[src/rtl/booth_mul_pkg.sv]
// rtl/booth_mul_pkg.sv - shared types and defaults for the sequential Booth multiplier
package booth_mul_pkg;

    localparam int DEFAULT_WIDTH = 5;

    typedef enum logic [1:0] {
        IDLE = 2'b00,
        CALC = 2'b01,
        DONE = 2'b10
    } state_t;

    typedef enum logic [1:0] {
        SEL_NOP = 2'b00,
        SEL_ADD = 2'b01,
        SEL_SUB = 2'b10
    } sel_t;

    // Radix-2 recoding of the multiplier bit pair {Q[0], q_1}
    function automatic sel_t booth_sel(input logic q0, input logic q_1);
        case ({q0, q_1})
            2'b01:   return SEL_ADD;
            2'b10:   return SEL_SUB;
            default: return SEL_NOP;
        endcase
    endfunction

endpackage

[src/rtl/booth_mul5_if.sv]
// rtl/booth_mul5_if.sv - operand and product handshakes of the Booth multiplier
interface booth_mul5_if
    import booth_mul_pkg::*;
#(
    parameter int WIDTH = DEFAULT_WIDTH
);

    logic                   in_valid;
    logic                   in_ready;
    logic [WIDTH-1:0]       A;
    logic [WIDTH-1:0]       B;
    logic                   out_valid;
    logic                   out_ready;
    logic [2*WIDTH-1:0]     P;

    modport master (
        output in_valid, A, B, out_ready,
        input  in_ready, out_valid, P
    );

    modport slave (
        input  in_valid, A, B, out_ready,
        output in_ready, out_valid, P
    );

endinterface

[src/rtl/booth_addsub.sv]
// rtl/booth_addsub.sv - (WIDTH+1)-bit add/sub used by each Booth step
module booth_addsub
    import booth_mul_pkg::*;
#(
    parameter int WIDTH = DEFAULT_WIDTH
) (
    input  logic [WIDTH:0] acc,
    input  logic [WIDTH:0] m_ext,
    input  sel_t           sel,
    output logic [WIDTH:0] sum
);

    // The extra bit keeps -(-2^(WIDTH-1)) representable; wrap is silent.
    always_comb begin
        sum = acc;
        case (sel)
            SEL_ADD: sum = acc + m_ext;
            SEL_SUB: sum = acc - m_ext;
            default: sum = acc;
        endcase
    end

endmodule

[src/rtl/booth_mul5.sv]
// rtl/booth_mul5.sv - sequential radix-2 Booth multiplier, one step per clock
module booth_mul5
    import booth_mul_pkg::*;
#(
    parameter int WIDTH = DEFAULT_WIDTH
) (
    input  logic          clk,
    input  logic          rst,
    booth_mul5_if.slave   bus
);

    localparam int CW = (WIDTH > 1) ? $clog2(WIDTH) : 1;

    state_t           state;
    logic [WIDTH:0]   acc;
    logic [WIDTH-1:0] m;
    logic [WIDTH-1:0] q;
    logic             q_1;
    logic [CW-1:0]    cnt;

    sel_t             sel;
    logic [WIDTH:0]   sum;
    logic [WIDTH:0]   acc_next;
    logic [WIDTH-1:0] q_next;

    assign sel = booth_sel(q[0], q_1);

    booth_addsub #(.WIDTH(WIDTH)) u_addsub (
        .acc   (acc),
        .m_ext ({m[WIDTH-1], m}),
        .sel   (sel),
        .sum   (sum)
    );

    // Arithmetic shift right of {sum, Q, q_1}
    assign acc_next = {sum[WIDTH], sum[WIDTH:1]};
    assign q_next   = {sum[0], q[WIDTH-1:1]};

    assign bus.in_ready  = (state == IDLE);
    assign bus.out_valid = (state == DONE);

    always_ff @(posedge clk or posedge rst) begin
        if (rst) begin
            state <= IDLE;
            acc   <= '0;
            m     <= '0;
            q     <= '0;
            q_1   <= 1'b0;
            cnt   <= '0;
            bus.P <= '0;
        end else begin
            case (state)
                IDLE: begin
                    if (bus.in_valid) begin
                        m     <= bus.A;
                        q     <= bus.B;
                        q_1   <= 1'b0;
                        acc   <= '0;
                        cnt   <= '0;
                        state <= CALC;
                    end
                end
                CALC: begin
                    acc <= acc_next;
                    q   <= q_next;
                    q_1 <= q[0];
                    cnt <= cnt + CW'(1);
                    // Last step: capture the product straight from the shifter
                    if (cnt == CW'(WIDTH - 1)) begin
                        bus.P <= {acc_next[WIDTH-1:0], q_next};
                        state <= DONE;
                    end
                end
                DONE: begin
                    if (bus.out_ready) begin
                        state <= IDLE;
                    end
                end
                default: state <= IDLE;
            endcase
        end
    end

endmodule
[src/flat_wrapper.sv]
// flat-port wrapper written by rule: the top's interface ports become plain ports
module booth_mul5_flat import booth_mul_pkg::*;
#(
    parameter int WIDTH = DEFAULT_WIDTH
)
  (clk, rst, bus_in_valid, bus_A, bus_B, bus_out_ready, bus_in_ready, bus_out_valid, bus_P);
  booth_mul5_if #(.WIDTH(WIDTH)) bus_i ();
  input  logic clk;
  input  logic rst;
  input wire logic [$bits(bus_i.in_valid)-1:0] bus_in_valid;
  input wire logic [$bits(bus_i.A)-1:0] bus_A;
  input wire logic [$bits(bus_i.B)-1:0] bus_B;
  input wire logic [$bits(bus_i.out_ready)-1:0] bus_out_ready;
  output wire logic [$bits(bus_i.in_ready)-1:0] bus_in_ready;
  output wire logic [$bits(bus_i.out_valid)-1:0] bus_out_valid;
  output wire logic [$bits(bus_i.P)-1:0] bus_P;
  assign bus_i.in_valid = bus_in_valid;
  assign bus_i.A = bus_A;
  assign bus_i.B = bus_B;
  assign bus_i.out_ready = bus_out_ready;
  assign bus_in_ready = bus_i.in_ready;
  assign bus_out_valid = bus_i.out_valid;
  assign bus_P = bus_i.P;
  booth_mul5 #(.WIDTH(WIDTH)) u_core (.clk(clk), .rst(rst), .bus(bus_i));
endmodule
[config.mk]
export PLATFORM = sky130hd
export DESIGN_NAME = booth_mul5_flat
export DESIGN_NICKNAME = d
export VERILOG_FILES = /design/src/rtl/booth_mul_pkg.sv /design/src/rtl/booth_mul5_if.sv /design/src/rtl/booth_addsub.sv /design/src/rtl/booth_mul5.sv /design/src/flat_wrapper.sv
export SDC_FILE = /design/constraint.sdc
export NUM_CORES = 1
export LEC_CHECK = 0
export ABC_AREA = 1
export CAP_MARGIN = 20
export CORE_UTILIZATION = 46
export DETAILED_ROUTE_END_ITERATION = 10
export MAX_ROUTING_LAYER = met4
export PLACE_DENSITY = 0.74
export RECOVER_POWER = 25
export SLEW_MARGIN = 20
export SYNTH_ARGS = -nofsm -noshare
export SYNTH_HDL_FRONTEND = slang
export SYNTH_SLANG_ARGS = --single-unit
[constraint.sdc]
create_clock -name clk -period 2.08 [get_ports clk]
set_clock_uncertainty 0.2 [all_clocks]
set_input_delay 0.416 -clock clk [delete_from_list [all_inputs] [get_ports clk]]
set_output_delay 0.416 -clock clk [all_outputs]
set_load 0.01 [all_outputs]
Word-level counts from Yosys, hierarchy flattened --
Cells that the tools add are included.
Word-level totals: bits in registers 32, bits of input ports 14, output and inout port bits 12, word-level logic and storage cells 40
Operators by class: add/subtract/negate cells 3, equal/unequal tests 10, mux-type cells 14, reductions and logical operators 6
Operators with widths (number):
- 6-bit case mux with 2 select lines | 2
- 5-bit case mux with 2 select lines | 1
- 6-bit adder | 1
- 2-bit by 1-bit equality test with 1-bit output, second input constant | 3
- 2-bit equality test, second input constant | 3
- 2-bit two-way mux | 3
- 6-bit two-way mux | 1
- 2-bit case mux with 3 select lines | 1
- 3-bit case mux with 2 select lines | 1
- 2-bit AND reduction | 3
- 6-bit subtractor | 1
- 5-bit two-way mux | 1
- 2-bit != test, second input constant | 2
- 2-bit case mux with 2 select lines | 1
- 3-bit by 1-bit adder with 3-bit output, second input constant | 1
- 3-bit equality test, second input constant | 1
- 3-bit two-way mux | 1
- 3-bit AND reduction | 1
- 2-bit logical NOT | 1
- 2-bit by 1-bit != test with 1-bit output, second input constant | 1
- 1-bit case mux with 2 select lines | 1
- 2-bit nonzero test | 1
- 1-bit two-way mux | 1

Logic depth before layout (Yosys ltp) --
Gate-level depths: netlist of run 1.
word-level depth 5, mapped depth 17, mapped depth without buffers 17

By module --
Synthesis of run 1 repeated with hierarchy kept, for this count alone.
Unflattened totals: cells, all modules 231, area total of the unflattened synthesis 1814.2 sq um
By module, submodules not included:
- booth_mul5 | times used 1, cells an instance 155, area each 1391.3 sq um, seq. area each 775.7 sq um
- booth_addsub | times used 1, cells an instance 76, area each 422.9 sq um, seq. area each 0.0 sq um

Worst setup path before layout of run 1 --
No wires, ideal clock.
kind flip-flop to flip-flop, start point register u_core.q_1, end point register u_core.bus.P[9], library setup time 0.116 ns, data arrival time 1.986 ns, required time 1.764 ns, path slack -0.223 ns, stages on the path, launching flop included 18, buffers on the path 0, clock period less this slack 2.303 ns, path through dfrtp_1 > inv_1 > ha_1 > inv_2 > a21oi_1 > xnor2_1 > inv_1 > ha_1 > nand2_1 > inv_1 > nand2_1 > and2_1 > nand3_2 > nand3_2 > nand2_2 > nand2_2 > nand2_1 > nand2_1
Between the ends: word-level cells in the longest chain between the ends 4, elaborated cells on any way between the ends 6, classes of those cells eq/ne (4); mux (2)
Ends and longest elaborated chain:
- from (decl) | RTL line booth_mul5.sv:18 | logic q_1;
- from (signal assigned) | RTL line booth_mul5.sv:66 | q_1 <= q[0];
- 2-bit equality test / 2-bit by 1-bit equality test with 1-bit output (equally long branches) | RTL line booth_mul_pkg.sv:20 | case ({q0, q_1})
- 2-bit case mux with 2 select lines * | RTL line booth_mul_pkg.sv:20
- 2-bit equality test / 2-bit by 1-bit equality test with 1-bit output (equally long branches) | RTL line booth_addsub.sv:16 | case (sel)
- 6-bit case mux with 2 select lines * | RTL line booth_addsub.sv:16
- to (signal assigned) | RTL line booth_mul5.sv:70 | bus.P <= {acc_next[WIDTH-1:0], q_next};
- to (decl) | RTL line booth_mul5_if.sv:23 | output in_ready, out_valid, P
Every way passes the cells marked *; elsewhere a longest branch is shown, timed or not. A chain may end at the register's enable or synchronous reset.

Worst setup path after layout of run 1 --
start point register u_core.q[0], end point register u_core.acc[4]
Between the ends: word-level cells in the longest chain between the ends 5, elaborated cells on any way between the ends 7, classes of those cells eq/ne (4); mux (3)
Ends and longest elaborated chain:
- from (decl) | RTL line booth_mul5.sv:17 | logic [WIDTH-1:0] q;
- from (signal assigned) | RTL line booth_mul5.sv:56 | q <= bus.B;
- from (signal assigned) | RTL line booth_mul5.sv:65 | q <= q_next;
- 2-bit equality test / 2-bit by 1-bit equality test with 1-bit output (equally long branches) | RTL line booth_mul_pkg.sv:20
- 2-bit case mux with 2 select lines * | RTL line booth_mul_pkg.sv:20
- 2-bit equality test / 2-bit by 1-bit equality test with 1-bit output (equally long branches) | RTL line booth_addsub.sv:16
- 6-bit case mux with 2 select lines * | RTL line booth_addsub.sv:16
- 6-bit case mux with 2 select lines * | RTL line booth_mul5.sv:52 | case (state)
- to (signal assigned) | RTL line booth_mul5.sv:64 | acc <= acc_next;
- to (decl) | RTL line booth_mul5.sv:15 | logic [WIDTH:0] acc;
Marked as above.

==> results.sh, run 1 <==
export IMPL_status="finished, violations left"
export IMPL_violations="negative setup slack"
export IMPL_end_kind="register"
export IMPL_routed_wirelength_mm=3.87
export IMPL_clk_pin_slew_ps=60
export IMPL_gr_total_overflow=0
export IMPL_finish_utilization=0.683
export IMPL_n_antenna_cell=0
export IMPL_finalSetupViolCount=6
export IMPL_synth_compound_area_frac=0.140
export IMPL_wl_per_cell_um=12.8
export IMPL_core_um2=3660
export IMPL_clock_root_buffer="clkbuf_8"
export IMPL_yosys_area_share_xor_xnor=0.0249
export IMPL_via_per_inst=4.89
export IMPL_syn_avg_cell_area_um2=8.53
export IMPL_fin_crit_ps=2310
export IMPL_port_buffers=25
export IMPL_grt_usage=0.223
export IMPL_htreeDepth=2
export IMPL_drive_above_1_share=0.331
export IMPL_via_count=1477
export IMPL_synthArstFlopShare=1.00
export IMPL_grt_pass1_vias=1387
export IMPL_max_clock_path_buffers=2
export IMPL_synth_cell_type_count=33
export IMPL_setup_ws_ps=-227
export IMPL_cts_tree="built"
export IMPL_die_h_um=63.8
export IMPL_num_io_pins=26
export IMPL_ant_nets=0
export IMPL_cts_sinks=31
export IMPL_seq_area_frac_synth=0.441
export IMPL_synth_mux_area_frac=0
export IMPL_yosys_area_share_adder=0.0754
export IMPL_final_max_slew_viol_count=0
export IMPL_grt_pass1_wl_mm=6.50
export IMPL_dp_hpwl_mm=2.59
export IMPL_synth_edf_count=0
export IMPL_path_class="reg -> reg"
export IMPL_startpoint_type="register"
export IMPL_syn2layout_area_growth_pct=42.3
export IMPL_cap_violations=0
export IMPL_finalCritPeriodShare=1.11
export IMPL_syn_nets=230
export IMPL_dr_pass1_iters=4
export IMPL_drc=0
export IMPL_synth_seq_cells=31
export IMPL_tightestPinTransition_ps=757
export IMPL_syn_area_um2=1760
export IMPL_antenna_found_initial=0
export IMPL_worstPathArrival_ps=2280
export IMPL_finalHoldViolations=0
export IMPL_cp_max_fo=4
export IMPL_fmax_mhz=433
export IMPL_start_util=0.480
export IMPL_clock_latency_ps=280
export IMPL_grt_setup_unrepaired="true"
export IMPL_synthCells=206
export IMPL_dieWidth_um=63.8
export IMPL_synthSimpleGateAreaFrac=0.225
export IMPL_numCtsBuffers=5
export IMPL_synth_top_family_by_area="simple AND/OR/NAND/NOR gates"
export IMPL_rows=22
export IMPL_ys_warn_count=0
export IMPL_drt_iter0_markers=50
export IMPL_grt_max_degree=32
export IMPL_synth_top_flop_cell="dfrtp_1"
export IMPL_hold_path_class="reg -> reg"
export IMPL_routabilityCongestion=0.890
export IMPL_cp_required_ps=2060
export IMPL_relSlewSlack=0.495
export IMPL_die_area_um2=4070
export IMPL_finalNetCount=278
sequential cells by signal, summed over array words and instances (netlist names):
| signal | flops |
|---|---|
| u_core.bus.P | 10 |
| u_core.m | 5 |
| u_core.q | 5 |
| u_core.acc | 5 |
| u_core.cnt | 3 |
| u_core.q_1 | 1 |
| u_core.state | 2 |
stage by stage:
stage	hold slack [ps]	setup TNS (ps)	std cells	worst slack, ps	instance area [um2]
after floorplan	233	-343	206	-101	1820
after global placement	252	-1020	288	-167	2190
after detailed placement	264	-1310	288	-235	2190
after CTS	273	-647	299	-174	2400
after global routing	312	-1860	302	-393	2500
final	268	-941	302	-227	2500
layout by cell type (no fill, tap or decap), types with 2 or more instances in the layout:
| master | instances |
|---|---|
| nand2_1 | 52 |
| dfrtp_1 | 30 |
| clkdlybuf4s50_1 | 24 |
| inv_1 | 22 |
| buf_4 | 16 |
| o21ai_1 | 13 |
| nand2_2 | 10 |
| inv_2 | 7 |
| o21ai_0 | 6 |
| a21oi_2 | 5 |
| ha_4 | 5 |
| clkbuf_8 | 5 |
| nand2_4 | 4 |
| inv_4 | 4 |
| ha_1 | 4 |
| o22ai_1 | 3 |
| nor2_1 | 3 |
| nand3_2 | 3 |
| o21ai_2 | 3 |
| buf_6 | 3 |
| nor2_4 | 2 |
| nor2_8 | 2 |
| nor3_1 | 2 |
| a221oi_2 | 2 |
| o211ai_1 | 2 |
| xnor2_1 | 2 |
cells in the mapped netlist, types with 3 or more instances:
cell     instances  share of area
a21oi_1          6          0.017
dfrtp_1         31           0.44
ha_1             9          0.064
inv_1           26          0.056
inv_2            4         0.0085
inv_4            3          0.011
nand2_1         61           0.13
nand2_2          3          0.011
nand3_1          3         0.0085
nor2_1           4         0.0085
o21ai_0          9          0.026
o21ai_1         14          0.040
o22ai_1          3          0.011
xnor2_1          3          0.015
worst max-delay path: stages, from the launching register on:
cell and delay, ps:
dfrtp_1 410, ha_4 210, a21oi_4 160, a21oi_2 60
xnor2_1 150, inv_1 90, ha_4 290, nand2_2 50
inv_2 70, nand2_2 60, and2_4 140, nand3_4 60
nand3_2 60, nand2_2 60, nand2_2 50, nand2_1 50
nand2_1 40
cell families (layout without fill, tap and decap cells):
family                   after synthesis  in the layout
buffers and inverters                 37             85
XOR/XNOR                               5              5
adder cells (fa/ha/maj)               10             10
AND/OR/NAND/NOR                       83             83
AO/OA/AOI/OAI                         40             40
flip-flops                            31             31
layer usage:
metal,wire length [um],global-route usage
met1,1750,0.270
met2,1950,0.344
met3,110,0.0679
met4,67,0.0966
met5,0,-
area by class of cell:
type / count / area [um2]
fill: 277 / 1160
sequential: 31 / 777
timing repair buffer: 45 / 409
inverter: 33 / 134
multi-input combinational: 138 / 1020
tap: 48 / 60.1
clock inverter: 1 / 30.0
clock buffer: 6 / 72.6
final timing paths:
check                              start              end  slack (ps)  cells after the start
setup / recovery             u_core.q[0]    u_core.acc[4]        -230                     16
hold / removal             u_core.cnt[2]    u_core.cnt[2]         270                      1
setup reg to reg             u_core.q[0]    u_core.acc[4]        -230                     16
hold reg to reg            u_core.cnt[2]    u_core.cnt[2]         270                      1
max in group asynchronous            rst  u_core.state[0]         570                      3
min in group asynchronous            rst      u_core.q[2]         580                      3
timing repair:
| item | in CTS | in global routing |
|---|---|---|
| pin swaps | 14 | 22 |
| setup endpoints to repair | 11 | 11 |
| resized for setup | 24 | 18 |
| setup buffers | 4 | 3 |
| hold buffers | 0 | 0 |
Power of run 1 is not shown: default switching activity piles up to over one toggle a cycle in this logic, so the estimate is an artifact.
==> inputs of run 2 (changes only) <==
ABC_CLOCK_PERIOD_IN_PS = 2080   (was default)
GPL_TIMING_DRIVEN = 0   (was default)
MAX_ROUTING_LAYER = default   (was met4)
==> run 2 against run 1 <==
Effect of this change:
- the flow still finishes with violations (negative setup slack)
- critical path depth is the same
- flip-flop and latch count is the same
- highest routed layer unchanged
- global-route usage shrank 1.4 points
==> results.sh, run 2 (synthesis gave the netlist of run 1 again) <==
export IMPL_finalNetCount=272
export IMPL_finalSetupViolCount=6
export IMPL_wl_met3_um=119
export IMPL_port_buffers=25
export IMPL_wl_per_cell_um=11.9
export IMPL_numCtsBuffers=5
export IMPL_fin_crit_ps=2280
export IMPL_final_cell_mix="nand2_1 (54), dfrtp_1 (30), clkdlybuf4s50_1 (23), inv_1 (20), o21ai_1 (13)"
export IMPL_via_count=1459
export IMPL_path_class="reg -> reg"
export IMPL_antenna_found_initial=0
export IMPL_finish_utilization=0.659
export IMPL_clock_root_buffer="clkbuf_8"
export IMPL_grt_max_degree=32
export IMPL_end_kind="register"
export IMPL_cap_violations=0
export IMPL_num_io_pins=26
export IMPL_seq_area_um2=777
export IMPL_tightestPinTransition_ps=1160
export IMPL_final_common_cell="nand2_1"
export IMPL_fillCellCount=299
export IMPL_cts_tree="built"
export IMPL_fmax_mhz=438
export IMPL_multiInputGateArea_um2=983
export IMPL_cts_sinks=31
export IMPL_highest_layer="met4"
export IMPL_relSlewSlack=0.224
export IMPL_clk_pin_slew_ps=60
export IMPL_drc=0
export IMPL_routed_wirelength_mm=3.54
export IMPL_routabilityCongestion=0.825
export IMPL_max_clock_path_buffers=2
export IMPL_grt_pass1_vias=1481
export IMPL_dr_pass1_iters=4
export IMPL_cts_hold_fix_buffers=0
export IMPL_grt_setup_unrepaired="true"
export IMPL_syn2layout_area_growth_pct=37.3
export IMPL_hold_path_class="reg -> reg"
export IMPL_largest_reg_flops=10
export IMPL_final_max_slew_viol_count=0
export IMPL_n_antenna_cell=0
export IMPL_clock_latency_ps=280
export IMPL_finalHoldViolations=0
export IMPL_die_h_um=63.8
export IMPL_critPathLaunch="u_core.q[0]"
export IMPL_grt_pass1_wl_mm=6.47
export IMPL_drt_iter0_markers=67
export IMPL_dp_hpwl_mm=2.50
export IMPL_rows=22
export IMPL_core_um2=3660
export IMPL_start_util=0.480
export IMPL_drive_above_1_share=0.301
export IMPL_htreeDepth=2
export IMPL_ant_nets=0
export IMPL_cp_max_fo=4
export IMPL_place_ws_ps=-323
export IMPL_regMostFlops="u_core.bus.P"
export IMPL_wl_met2_mm=1.72
export IMPL_startpoint_type="register"
export IMPL_wl_met1_mm=1.63
export IMPL_status="finished, violations left"
export IMPL_grt_usage=0.209
export IMPL_cp_required_ps=2050
export IMPL_via_per_inst=4.91
export IMPL_worstPathArrival_ps=2260
export IMPL_finalCritPeriodShare=1.10
export IMPL_die_area_um2=4070
export IMPL_worstReg2RegStart="u_core.q[0]"
export IMPL_hp_start="u_core.cnt[2]"
export IMPL_setup_ws_ps=-201
export IMPL_dieWidth_um=63.8
export IMPL_gr_total_overflow=0
export IMPL_violations="negative setup slack"
## run 2: cell count changes in the layout (fill, tap and decap cells not counted), moves of 2 or more
cell	previous run	this run
buf_4	16	11
inv_2	7	10
clkbuf_8	5	7
inv_1	22	20
nand2_1	52	54
nand2_4	4	2
## run 2: repair_timing
item	CTS	global route
setup buffers	9	1
resized for setup	17	15
pin swaps	13	17
setup endpoints to repair	11	9
## run 2: layout make-up
type / instances / area share
multi-input combinational: 138 / 0.407
sequential: 31 / 0.322
timing repair buffer: 35 / 0.136
inverter: 33 / 0.0544
clock buffer: 8 / 0.0415
tap: 48 / 0.0249
buffer: 4 / 0.0140
## run 2: path summary, 6_finish.rpt
kind                                         to  slack [ps]  cells past startpoint
worst min register to register    u_core.cnt[2]         260                      1
max in group asynchronous       u_core.state[0]         220                      2
min in group asynchronous           u_core.q[2]         690                      2
worst max register to register    u_core.acc[4]        -200                     16
worst max-delay path              u_core.acc[4]        -200                     16
worst min-delay path              u_core.cnt[2]         260                      1
## run 2: per-layer routing
| metal | up-vias | GRT usage |
|---|---|---|
| met5 | - | 0 |
| li1 | 747 | - |
| met3 | 7 | 0.0482 |
| met4 | 0 | 0.0909 |
| met2 | 31 | 0.351 |
| met1 | 674 | 0.255 |
## run 2: per-stage QoR
| step | TNS (ps) | instances | hold WS (ps) | instance area (um2) |
|---|---|---|---|---|
| finish | -924 | 297 | 264 | 2410 |
| global route | -2200 | 297 | 298 | 2410 |
| CTS | -812 | 296 | 266 | 2340 |
| detailed placement | -1920 | 279 | 257 | 2130 |
| global placement | -1650 | 279 | 254 | 2130 |
| floorplan | -343 | 206 | 233 | 1820 |
## run 2: critical path: stages (launching register included)
cell and delay, ps:
dfrtp_1 420, ha_4 200, a21oi_4 140, a21oi_2 50, xnor2_1 150, inv_1 80
ha_4 280, nand2_2 50, inv_2 70, nand2_2 60, and2_4 140, nand3_4 50
nand3_2 60, nand2_2 60, nand2_2 60, nand2_1 50, nand2_1 40
Power of run 2 is left out for the same reason.
==> inputs of run 3 (changes only) <==
--- a/config.mk
+++ b/config.mk
@@ -9,8 +9,10 @@
 export ABC_CLOCK_PERIOD_IN_PS = 2080
 export CAP_MARGIN = 20
+export CORE_ASPECT_RATIO = 0.75
 export CORE_UTILIZATION = 46
 export DETAILED_ROUTE_END_ITERATION = 10
+export DONT_BUFFER_PORTS = 1
 export GPL_TIMING_DRIVEN = 0
-export PLACE_DENSITY = 0.74
+export PLACE_DENSITY = 0.65
 export RECOVER_POWER = 25
 export SLEW_MARGIN = 20
--- a/constraint.sdc
+++ b/constraint.sdc
@@ -3,3 +3,3 @@
 set_input_delay 0.416 -clock clk [delete_from_list [all_inputs] [get_ports clk]]
 set_output_delay 0.416 -clock clk [all_outputs]
-set_load 0.01 [all_outputs]
+set_load 0.1 [all_outputs]
==> run 3 against run 2 <==
Effect of this change:
- the flow still finishes with violations (negative setup slack)
- count of clock-buffer cells in the layout decreased by 2
- flip-flop and latch count is the same
- worst setup slack got worse by 130 ps
- wire length rose by 19%
- global-route usage rose by 2.0 points
- final cell count down 6.7%
- highest routed layer unchanged
==> results.sh, run 3 (synthesis gave the netlist of run 1 again) <==
export IMPL_hp_start="bus_out_ready"
export IMPL_n_antenna_cell=0
export IMPL_gr_total_overflow=0
export IMPL_max_clock_path_buffers=2
export IMPL_worstPathArrival_ps=2390
export IMPL_hold_path_class="in -> reg"
export IMPL_die_h_um=55.5
export IMPL_core_um2=3660
export IMPL_clock_latency_ps=280
export IMPL_finalNetCount=249
export IMPL_status="finished, violations left"
export IMPL_tightestPinTransition_ps=917
export IMPL_grt_pass1_vias=1508
export IMPL_drt_iter0_markers=116
export IMPL_die_area_um2=4080
export IMPL_placed_cell_area_um2=1890
export IMPL_rows=19
export IMPL_finalCritPeriodShare=1.16
export IMPL_grt_max_degree=32
export IMPL_worstReg2RegStart="u_core.m[1]"
export IMPL_regMostFlops="u_core.bus.P"
export IMPL_design_area_um2=2230
export IMPL_wl_per_cell_um=15.2
export IMPL_finalSetupViolCount=8
export IMPL_finish_utilization=0.609
export IMPL_grt_usage=0.229
export IMPL_fmax_mhz=414
export IMPL_cp_required_ps=2050
export IMPL_final_max_slew_viol_count=0
export IMPL_cts_tree="built"
export IMPL_grt_pass1_wl_mm=6.93
export IMPL_drive_above_1_share=0.347
export IMPL_startpoint_type="register"
export IMPL_dp_hpwl_mm=2.88
export IMPL_num_io_pins=26
export IMPL_relSlewSlack=0.388
export IMPL_via_count=1411
export IMPL_path_class="reg -> reg"
export IMPL_routed_wirelength_mm=4.21
export IMPL_routabilityCongestion=0.833
export IMPL_final_cell_mix="nand2_1 (53), dfrtp_1 (31), inv_1 (22), o21ai_1 (12)"
export IMPL_violations="negative setup slack"
export IMPL_antenna_found_initial=0
export IMPL_setup_ws_ps=-335
export IMPL_dr_pass1_iters=4
export IMPL_grt_setup_unrepaired="true"
export IMPL_fillCellCount=338
export IMPL_numCtsBuffers=5
export IMPL_cp_max_fo=3
export IMPL_clk_pin_slew_ps=70
export IMPL_cts_sinks=31
export IMPL_fin_crit_ps=2420
export IMPL_ant_nets=0
export IMPL_cap_violations=0
export IMPL_htreeDepth=2
export IMPL_clock_root_buffer="clkbuf_8"
export IMPL_syn2layout_area_growth_pct=26.8
export IMPL_end_kind="register"
export IMPL_critPathLaunch="u_core.m[1]"
export IMPL_port_buffers=0
export IMPL_start_util=0.480
export IMPL_largest_reg_flops=10
export IMPL_via_per_inst=5.09
export IMPL_dieWidth_um=73.4
export IMPL_finalHoldViolations=0
export IMPL_drc=0
export IMPL_final_common_cell="nand2_1"
run 3: what timing repair did:
item                                    CTS  global route
pin swaps                                17            13
endpoints found under the setup margin   11            10
hold buffers                              1             0
setup buffers                            10             1
resized for setup                        22            15
endpoints found under the hold margin    31             0
run 3: final timing paths:
path                       depth (start not counted)               to  slack, ps
max                                               12    u_core.acc[2]       -340
min                                                1  u_core.state[1]         40
max reg2reg                                       12    u_core.acc[2]       -340
min reg2reg                                        1    u_core.cnt[2]        280
max in group asynchronous                          2      u_core.m[3]        770
min in group asynchronous                          2      u_core.q[3]        490
run 3: cell type report:
type,count,area [um2],area share
multi-input cells,138,1030,0.463
flip-flops and latches,31,776,0.348
inverters,33,134,0.0601
repair buffers,12,100,0.0449
clock buffers,6,82.6,0.0371
well taps,52,65.1,0.0292
plain buffers,4,33.8,0.0152
clock inverters,1,5.00,0.00225
run 3: layer usage:
layer | global-route usage | routed length, um | share of wire
met1 | 0.296 | 1870 | 0.44
met2 | 0.380 | 2120 | 0.50
met3 | 0.0529 | 166 | 0.039
met4 | 0.0742 | 56 | 0.013
met5 | 0 | 0 | 0
run 3: stage by stage:
stage          instances  setup slack (ps)  TNS, ps  hold WS [ps]
5_1_grt              277              -433    -2450          43.6
4_1_cts              276              -226    -1290          43.3
6_report             277              -335    -1890          44.9
2_1_floorplan        206              -104     -349           233
3_5_place_dp         258              -384    -2520           228
3_3_place_gp         258              -326    -1970           254
run 3: critical path: stages (launching register included):
cell and delay, ps:
dfrtp_1 380, inv_2 60, ha_4 170, or2_4 250, a22oi_2 230, ha_4 250
nand2_1 70, nand2_2 70, a21oi_1 200, xor2_1 190, o21ai_1 100, nand2_1 80
o21ai_1 50
Power of run 3 is left out for the same reason.
